`src/rtl/csa_pipelined_adder_pkg.sv`:
```
// Shared defaults and parameter legality helper for the pipelined carry-select adder.
package csa_pipelined_adder_pkg;

    localparam int DEF_WIDTH  = 64;
    localparam int DEF_BLOCK  = 8;
    localparam int DEF_STAGES = 4;

    function automatic bit csa_params_legal(input int width, input int block, input int stages);
        bit ok_s;
        if (block < 1 || stages < 1 || width < block) begin
            ok_s = 1'b0;
        end else if ((width % block) != 0) begin
            ok_s = 1'b0;
        end else if (((width / block) % stages) != 0) begin
            ok_s = 1'b0;
        end else begin
            ok_s = 1'b1;
        end
        return ok_s;
    endfunction

endpackage

```
`src/rtl/csa_pipelined_adder_block.sv`:
```
// One carry-select block: two ripple adders for carry-in 0 and 1, muxed by the real carry.
module csa_pipelined_adder_block
    import csa_pipelined_adder_pkg::*;
#(
    parameter int BLOCK = DEF_BLOCK
) (
    input  logic [BLOCK-1:0] a,
    input  logic [BLOCK-1:0] b,
    input  logic             cin,
    output logic [BLOCK-1:0] sum,
    output logic             cout
);

    logic [BLOCK:0]   c0_s;
    logic [BLOCK:0]   c1_s;
    logic [BLOCK-1:0] s0_s;
    logic [BLOCK-1:0] s1_s;

    // Speculative ripple chains; the incoming carry only reaches the final mux.
    always_comb begin
        c0_s    = '0;
        c1_s    = '0;
        s0_s    = '0;
        s1_s    = '0;
        c0_s[0] = 1'b0;
        c1_s[0] = 1'b1;
        for (int i = 0; i < BLOCK; i++) begin
            s0_s[i]   = a[i] ^ b[i] ^ c0_s[i];
            c0_s[i+1] = (a[i] & b[i]) | (c0_s[i] & (a[i] ^ b[i]));
            s1_s[i]   = a[i] ^ b[i] ^ c1_s[i];
            c1_s[i+1] = (a[i] & b[i]) | (c1_s[i] & (a[i] ^ b[i]));
        end
    end

    assign sum  = cin ? s1_s : s0_s;
    assign cout = cin ? c1_s[BLOCK] : c0_s[BLOCK];

endmodule

```
`src/rtl/csa_pipelined_adder.sv`:
```
// Pipelined carry-select adder/subtractor: each stage resolves a slice of blocks and
// registers the finished low sum bits alongside the still-pending upper operand bits.
module csa_pipelined_adder
    import csa_pipelined_adder_pkg::*;
#(
    parameter int WIDTH  = DEF_WIDTH,
    parameter int BLOCK  = DEF_BLOCK,
    parameter int STAGES = DEF_STAGES
) (
    input  logic             clk,
    input  logic             rst_n,
    input  logic             in_valid,
    output logic             in_ready,
    input  logic [WIDTH-1:0] a,
    input  logic [WIDTH-1:0] b,
    input  logic             c_in,
    input  logic             sub,
    output logic             out_valid,
    input  logic             out_ready,
    output logic [WIDTH-1:0] sum,
    output logic             c_out,
    output logic             ovf
);

    localparam int NBLK        = WIDTH / BLOCK;
    localparam int BLK_PER_STG = NBLK / STAGES;
    localparam int SW          = BLK_PER_STG * BLOCK;

    if (!csa_params_legal(WIDTH, BLOCK, STAGES)) begin : g_bad_params
        $error("csa_pipelined_adder: illegal WIDTH/BLOCK/STAGES combination");
    end

    logic             adv_s;
    logic [WIDTH-1:0] b_eff_s;
    logic             cin_eff_s;

    assign adv_s     = ~out_valid | out_ready;
    assign in_ready  = adv_s & rst_n;
    assign b_eff_s   = sub ? ~b : b;
    assign cin_eff_s = sub ? ~c_in : c_in;

    for (genvar k = 0; k < STAGES; k++) begin : g_stg
        localparam int LO  = k * SW;
        localparam int REM = WIDTH - LO;

        logic                 valid_in_s;
        logic                 carry_in_s;
        logic [WIDTH-1:0]     word_in_s;
        logic [WIDTH-1:0]     word_d_s;
        logic [REM-1:0]       b_in_s;
        logic [SW-1:0]        stg_sum_s;
        logic [BLK_PER_STG:0] cy_s;
        logic                 valid_r;
        logic                 carry_r;
        logic [WIDTH-1:0]     word_r;

        if (k == 0) begin : g_first
            assign valid_in_s = in_valid;
            assign carry_in_s = cin_eff_s;
            assign word_in_s  = a;
            assign b_in_s     = b_eff_s;
        end else begin : g_next
            assign valid_in_s = g_stg[k-1].valid_r;
            assign carry_in_s = g_stg[k-1].carry_r;
            assign word_in_s  = g_stg[k-1].word_r;
            assign b_in_s     = g_stg[k-1].g_mid.b_r;
        end

        assign cy_s[0] = carry_in_s;
        for (genvar j = 0; j < BLK_PER_STG; j++) begin : g_blk
            csa_pipelined_adder_block #(.BLOCK(BLOCK)) u_blk (
                .a    (word_in_s[LO + j*BLOCK +: BLOCK]),
                .b    (b_in_s[j*BLOCK +: BLOCK]),
                .cin  (cy_s[j]),
                .sum  (stg_sum_s[j*BLOCK +: BLOCK]),
                .cout (cy_s[j+1])
            );
        end

        // Splice this stage's finished slice over the operand-a bits it consumed.
        always_comb begin
            word_d_s          = word_in_s;
            word_d_s[LO +: SW] = stg_sum_s;
        end

        // Stage register: valid, finished/pending word and carry into the next slice.
        always_ff @(posedge clk) begin
            if (!rst_n) begin
                valid_r <= 1'b0;
                word_r  <= '0;
                carry_r <= 1'b0;
            end else if (adv_s) begin
                valid_r <= valid_in_s;
                word_r  <= word_d_s;
                carry_r <= cy_s[BLK_PER_STG];
            end else begin
                valid_r <= valid_r;
                word_r  <= word_r;
                carry_r <= carry_r;
            end
        end

        if (k < STAGES - 1) begin : g_mid
            logic [REM-SW-1:0] b_r;

            // Pending operand-b bits for the stages still ahead.
            always_ff @(posedge clk) begin
                if (!rst_n) begin
                    b_r <= '0;
                end else if (adv_s) begin
                    b_r <= b_in_s[REM-1:SW];
                end else begin
                    b_r <= b_r;
                end
            end
        end else begin : g_last
            logic ovf_r;

            // Carry into the MSB is recovered as sum ^ a ^ b at that bit.
            always_ff @(posedge clk) begin
                if (!rst_n) begin
                    ovf_r <= 1'b0;
                end else if (adv_s) begin
                    ovf_r <= cy_s[BLK_PER_STG] ^ stg_sum_s[SW-1] ^ word_in_s[WIDTH-1] ^ b_in_s[REM-1];
                end else begin
                    ovf_r <= ovf_r;
                end
            end
        end
    end

    assign out_valid = g_stg[STAGES-1].valid_r;
    assign sum       = g_stg[STAGES-1].word_r;
    assign c_out     = g_stg[STAGES-1].carry_r;
    assign ovf       = g_stg[STAGES-1].g_last.ovf_r;

endmodule
```
`config.mk`:
```
export PLATFORM = sky130hd
export DESIGN_NAME = csa_pipelined_adder
export DESIGN_NICKNAME = d
export VERILOG_FILES = /design/src/rtl/csa_pipelined_adder_pkg.sv /design/src/rtl/csa_pipelined_adder_block.sv /design/src/rtl/csa_pipelined_adder.sv
export SDC_FILE = /design/constraint.sdc
export NUM_CORES = 1
export LEC_CHECK = 0
export ABC_AREA = 1
export CAP_MARGIN = 20
export CORE_MARGIN = 10
export CORE_UTILIZATION = 55
export CTS_CLUSTER_SIZE = 20
export DETAILED_ROUTE_END_ITERATION = 8
export PLACE_DENSITY = 0.82
export SYNTH_ARGS = -nofsm -noshare
export SYNTH_HDL_FRONTEND = slang
export SYNTH_SLANG_ARGS = --single-unit
```
`constraint.sdc`:
```
create_clock -name clk -period 9.74 [get_ports clk]
set_input_delay 1.461 -clock clk [delete_from_list [all_inputs] [get_ports clk]]
set_output_delay 1.461 -clock clk [all_outputs]
set_load 0.005 [all_outputs]
```
Yosys cells after proc, flatten, opt, wreduce, memory -nomap -nowiden
Cells that the tools add are included.
- multiplexer cells: 18
- bitwise logic cells: 488
- operators by type and width (operator ; number):
    $xor A1 B1 Y1 ; 179
    $and A1 B1 Y1 ; 177
    $or A1 B1 Y1 ; 121
    $mux W64 ; 1
    $mux W8 ; 8
    $not A64 Y64 ; 1
    $not A1 Y1 ; 10
    $mux W1 ; 9
- input bits: 134
- output and inout port bits: 68
- register bits: 361
- word-level logic and storage cells: 522

Longest topological paths before layout
- word-level depth: 21
- depth in mapped cells: 27

Cells and area by module
Synthesis repeated with hierarchy kept, for this count alone.
- cell total of the unflattened synthesis: 1868
- area, all modules: 14921.8 um^2
- by module, submodules not included (module ; cells each ; sequential area each (um^2) ; area an instance (um^2) ; times used):
    csa_pipelined_adder ; 1628 ; 7226.9 ; 12969.9 ; 1
    csa_pipelined_adder_block ; 30 ; 0.0 ; 244.0 ; 8

Worst setup path before layout
Ideal clock, no wire load.
- path type: input to register
- start point: input port sub
- end point: register g_stg[0].word_r[15]
- slack: 1804 ps
- cell stages on the path: 26
- data required time: 9624 ps
- arrival: 7820 ps
- setup time: 116 ps
- cells stage by stage: buf_2 buf_6 buf_6 xnor2_1 ha_1 nor2_1 a21oi_1 fa_1 fa_1 fa_1 fa_1 fa_1 fa_1 inv_1 fa_1 o21ai_0 fa_1 fa_1 fa_1 fa_1 fa_1 inv_1 fa_1 fa_1 nor2_1 nor2_1
- cells in the longest elaborated chain, start to end: 19
- elaborated cells on any way between the ends: 91
- RTL lines (element ; RTL line ; source):
    from (decl) ; csa_pipelined_adder.sv:17 ; input logic sub,
    $mux W64 ; csa_pipelined_adder.sv:39 ; assign b_eff_s = sub ? ~b : b;
    $and A1 B1 Y1 / $xor A1 B1 Y1 (equally long branches) ; n/a ;
    $or A1 B1 Y1 ; csa_pipelined_adder_block.sv:31 ; c1_s[i+1] = (a[i] & b[i]) | (c1_s[i] & (a[i] ^ b[i]));
    $and A1 B1 Y1 ; csa_pipelined_adder_block.sv:31 ;
    $or A1 B1 Y1 ; csa_pipelined_adder_block.sv:31 ;
    $and A1 B1 Y1 ; csa_pipelined_adder_block.sv:31 ;
    $or A1 B1 Y1 ; csa_pipelined_adder_block.sv:31 ;
    $and A1 B1 Y1 ; csa_pipelined_adder_block.sv:31 ;
    [... 4 more ...] ; n/a ;
    $or A1 B1 Y1 ; csa_pipelined_adder_block.sv:31 ;
    $and A1 B1 Y1 ; csa_pipelined_adder_block.sv:31 ;
    $or A1 B1 Y1 ; csa_pipelined_adder_block.sv:31 ;
    $and A1 B1 Y1 ; csa_pipelined_adder_block.sv:31 ;
    $or A1 B1 Y1 ; csa_pipelined_adder_block.sv:31 ;
    $mux W1 ; csa_pipelined_adder_block.sv:36 ; assign cout = cin ? c1_s[BLOCK] : c0_s[BLOCK];
    $mux W8 * ; csa_pipelined_adder_block.sv:35 ; assign sum = cin ? s1_s : s0_s;
    net g_stg[0].g_blk[1].u_blk.sum[7] ; csa_pipelined_adder_block.sv:10 ; output logic [BLOCK-1:0] sum,
    to (signal assigned) ; csa_pipelined_adder.sv:94 ; word_r <= word_d_s;
    to (signal assigned) ; csa_pipelined_adder.sv:98 ; word_r <= word_r;
    to (decl) ; csa_pipelined_adder.sv:55 ; logic [WIDTH-1:0] word_r;
The timed path passes the listed nets; every way through them passes the cells marked *.
A chain may end at the register's enable or synchronous reset.

Worst setup path after layout
- start point: input port a[0]
- end point: register g_stg[0].word_r[15]
- cells in the longest elaborated chain, start to end: 18
- elaborated cells on any way between the ends: 33
- RTL lines (element ; RTL line ; source):
    from (decl) ; csa_pipelined_adder.sv:14 ; input logic [WIDTH-1:0] a,
    $and A1 B1 Y1 / $xor A1 B1 Y1 (equally long branches) ; n/a ;
    $or A1 B1 Y1 ; csa_pipelined_adder_block.sv:31 ;
    $and A1 B1 Y1 ; csa_pipelined_adder_block.sv:31 ;
    $or A1 B1 Y1 ; csa_pipelined_adder_block.sv:31 ;
    $and A1 B1 Y1 ; csa_pipelined_adder_block.sv:31 ;
    $or A1 B1 Y1 ; csa_pipelined_adder_block.sv:31 ;
    $and A1 B1 Y1 ; csa_pipelined_adder_block.sv:31 ;
    $or A1 B1 Y1 ; csa_pipelined_adder_block.sv:31 ;
    [... 3 more ...] ; n/a ;
    $or A1 B1 Y1 ; csa_pipelined_adder_block.sv:31 ;
    $and A1 B1 Y1 ; csa_pipelined_adder_block.sv:31 ;
    $or A1 B1 Y1 ; csa_pipelined_adder_block.sv:31 ;
    $and A1 B1 Y1 ; csa_pipelined_adder_block.sv:31 ;
    $or A1 B1 Y1 ; csa_pipelined_adder_block.sv:31 ;
    $mux W1 * ; csa_pipelined_adder_block.sv:36 ;
    $mux W8 * ; csa_pipelined_adder_block.sv:35 ;
    net g_stg[0].g_blk[1].u_blk.sum[7] ; csa_pipelined_adder_block.sv:10 ;
Marked as above.

==> flow_metrics.py <==
metrics = {
    "timing": {
        "fin_crit_ns": 7.77,
        "fin_worst_skew_ns": 0.0119,
        "fmax_mhz": 129,
        "tightest_slew_ns": 1.08,
        "grt_setup_unrepaired": "no",
        "final_max_slew_viol_count": 0,
        "setup_violations": 0,
        "period_share_pct": 79.8,
        "hold_viol_final": 0,
        "fin_tns_setup_ns": 0,
        "max_slew_margin_pct": 27.7,
    },
    "die": {
        "ioPinCount": 202,
        "start_util_pct": 55.8,
        "fp-row-count": 59,
        "die-height_um": 182,
        "die-area_sq_um": 33300,
        "coreArea_sq_um": 26000,
        "die_x_um": 182,
    },
    "drt": {
        "via_per_inst": 5.17,
        "drc": 0,
        "drtIter0Drc": 838,
        "wl_per_cell_um": 14.8,
        "ant_nets": 0,
        "vias": 11200,
        "drt-total-wl_um": 32200,
        "dr.pass1.iters": 5,
    },
    "synth": {
        "synth_nets": 1906,
        "ys_ff_latch": 361,
        "ys_seq_area_share_pct": 49.8,
        "yosysWarnings": 0,
        "synth_area_sq_um": 14500,
        "synthCells": 1699,
        "avgSynthCellArea_sq_um": 8.54,
        "synth.distinct_cells": 21,
    },
    "clock_tree": {
        "cts_sinks": 361,
        "htree_levels": 2,
        "post_cts_buffers": 0,
        "cts_tree": "done",
        "root_buffer": "clkbuf_16",
        "ctsHoldBuffers": 0,
        "numCtsBuffers": 37,
        "clk_latency_ns": 0.50,
        "clk_pin_slew_ns": 0.06,
        "cts_resized": 0,
        "clock_tree.buffer_depth": 3,
    },
    "pwr": {
        "p_per_area_nw_per_um2": 192,
        "leakagePower_nw": 6.79,
        "p_total_w": 0.00333,
        "vdd_drop_max_v": 0.000135,
    },
    "finish": {
        "final_cell_area_sq_um": 17400,
        "nNetsFinal": 2028,
        "insertedDiodeCount": 0,
        "fillers": 2050,
        "mostFrequentLayoutCell": "nor2_1",
        "area_growth_pct": 19.9,
        "layout_common_cells": "540 x nor2_1, 361 x dfxtp_1, 262 x o21ai_0",
        "layout-drive-gt1-share_pct": 3.42,
    },
    "global_route": {
        "grt_pass1_vias": 11100,
        "gr-total-overflow": 0,
        "grt_first_pass_wirelength_um": 53700,
        "grt_antenna_before_repair": 0,
        "grt_max_degree": 139,
        "grt_usage_pct": 18.8,
    },
    "place": {
        "dpl_cell_area_sq_um": 16300,
        "gp_congestion": 0.796,
        "port_buffers": 201,
        "place_hpwl_um": 20100,
    },
    "critical_path": {
        "cp_data_arrival_time_ns": 8.15,
        "crit_path_end_kind": "flip-flop",
        "worstPathMaxFanout": 3,
        "start_kind": "input port",
        "required_ns": 10.12,
        "worst-setup-path-type": "in2reg",
    },
    "run_status": {
        "outcome": "complete, no violations",
    },
    "worst_hold_path": {
        "holdCritPathClass": "reg2reg",
    },
    "run": {
        "maxCapViolations": 0,
    },
}
-- stage by stage --
step / utilization [%] / hold WS, ns / setup slack [ns] / cells
2_1_floorplan: - / 0.430 / 1.80 / 1699
4_1_cts: 66.8 / 0.461 / 1.96 / 2174
3_3_place_gp: 62.7 / 0.440 / 1.59 / 2116
5_1_grt: 66.9 / 0.493 / 1.70 / 2175
6_report: 66.9 / 0.462 / 1.97 / 2175
3_5_place_dp: 62.7 / 0.452 / 1.44 / 2116
-- cell families after synthesis --
family | synth area share (%)
adders and majority gates | 9.25
xor gates and xnor gates | 4.35
and+or+nand+nor | 14.4
buffers and inverters | 6.34
AOI/OAI and AO/OA | 15.9
DFF | 49.8
-- Yosys cell counts --
cell type    n  share of area (%)
a21oi_1     99                3.4
inv_2        2              0.052
o21ai_0    262                9.0
fa_1        57                7.9
o21ai_1    100                3.4
buf_4        6               0.31
clkbuf_2    18               0.62
nand2_1      9               0.23
nand3_1      3               0.10
buf_2       48                1.7
xor2_1       4               0.24
nor2_1     540                 14
nand2_2      1              0.043
xnor2_1     68                4.1
dfxtp_1    361                 50
ha_1        16                1.4
clkbuf_1    34               0.88
buf_1        1              0.026
inv_1       50                1.3
buf_6       18                1.4
clkbuf_4     2               0.10
-- sequential cells by signal, summed over array words and instances, names as in the netlist --
register	cells
ovf	1
g_stg.valid_r	3
out_valid	1
g_stg.g_mid.b_r	96
g_stg.word_r	192
sum	64
c_out	1
g_stg.carry_r	3
-- critical path: stages --
cell	delay [ns]
clkdlybuf4s50_1	0.51
inv_1	0.06
ha_1	0.19
nor2_1	0.09
a21oi_1	0.05
fa_1	0.40
fa_1	0.40
fa_1	0.41
fa_1	0.42
fa_1	0.40
fa_1	0.37
inv_1	0.07
fa_1	0.22
o21ai_0	0.12
fa_1	0.43
fa_1	0.42
fa_1	0.43
fa_1	0.42
fa_1	0.41
inv_1	0.09
fa_1	0.19
fa_1	0.42
nor2_1	0.11
nor2_1	0.07
-- power breakdown --
group	leakage (nW)	switching [W]	total (W)	internal [W]
logic	3.28	0.000194	0.000398	0.000204
registers	2.97	0.0000652	0.00166	0.00160
clock network	0.533	0.000534	0.00127	0.000738
total	6.79	0.000793	0.00333	0.00254
-- final timing paths --
path                                         start                               end  slack, ns  depth (start not counted)
setup / recovery                              a[0]  g_stg[0].word_r[15]$_SDFFE_PN0N_       1.97                         24
hold / removal       g_stg[2].valid_r$_SDFFE_PN0N_     g_stg[2].valid_r$_SDFFE_PN0N_       0.46                          2
setup reg to reg  g_stg[1].word_r[32]$_SDFFE_PN0N_  g_stg[2].word_r[47]$_SDFFE_PN0N_       2.92                         21
hold reg to reg      g_stg[2].valid_r$_SDFFE_PN0N_     g_stg[2].valid_r$_SDFFE_PN0N_       0.46                          2
-- metal layers --
| metal | vias up | global-route usage, % | wire length (um) |
|---|---|---|---|
| met2 | 237 | 31.4 | 15700 |
| met4 | 0 | 5.53 | 641 |
| met1 | 5267 | 23.5 | 13900 |
| met5 | - | 0 | 0 |
| li1 | 5697 | - | - |
| met3 | 47 | 4.57 | 1900 |
-- final cells by class --
cell class / instances / area (sq um) / share of cell area (%)
repair buffers: 210 / 2090 / 12.0
inverters: 52 / 203 / 1.17
clock inverters: 6 / 30.0 / 0.173
multi-input cells: 1159 / 6370 / 36.7
flip-flops and latches: 361 / 7230 / 41.6
clock buffers: 52 / 1040 / 5.99
well taps: 335 / 419 / 2.41
Power figures use the tool's default switching activity.
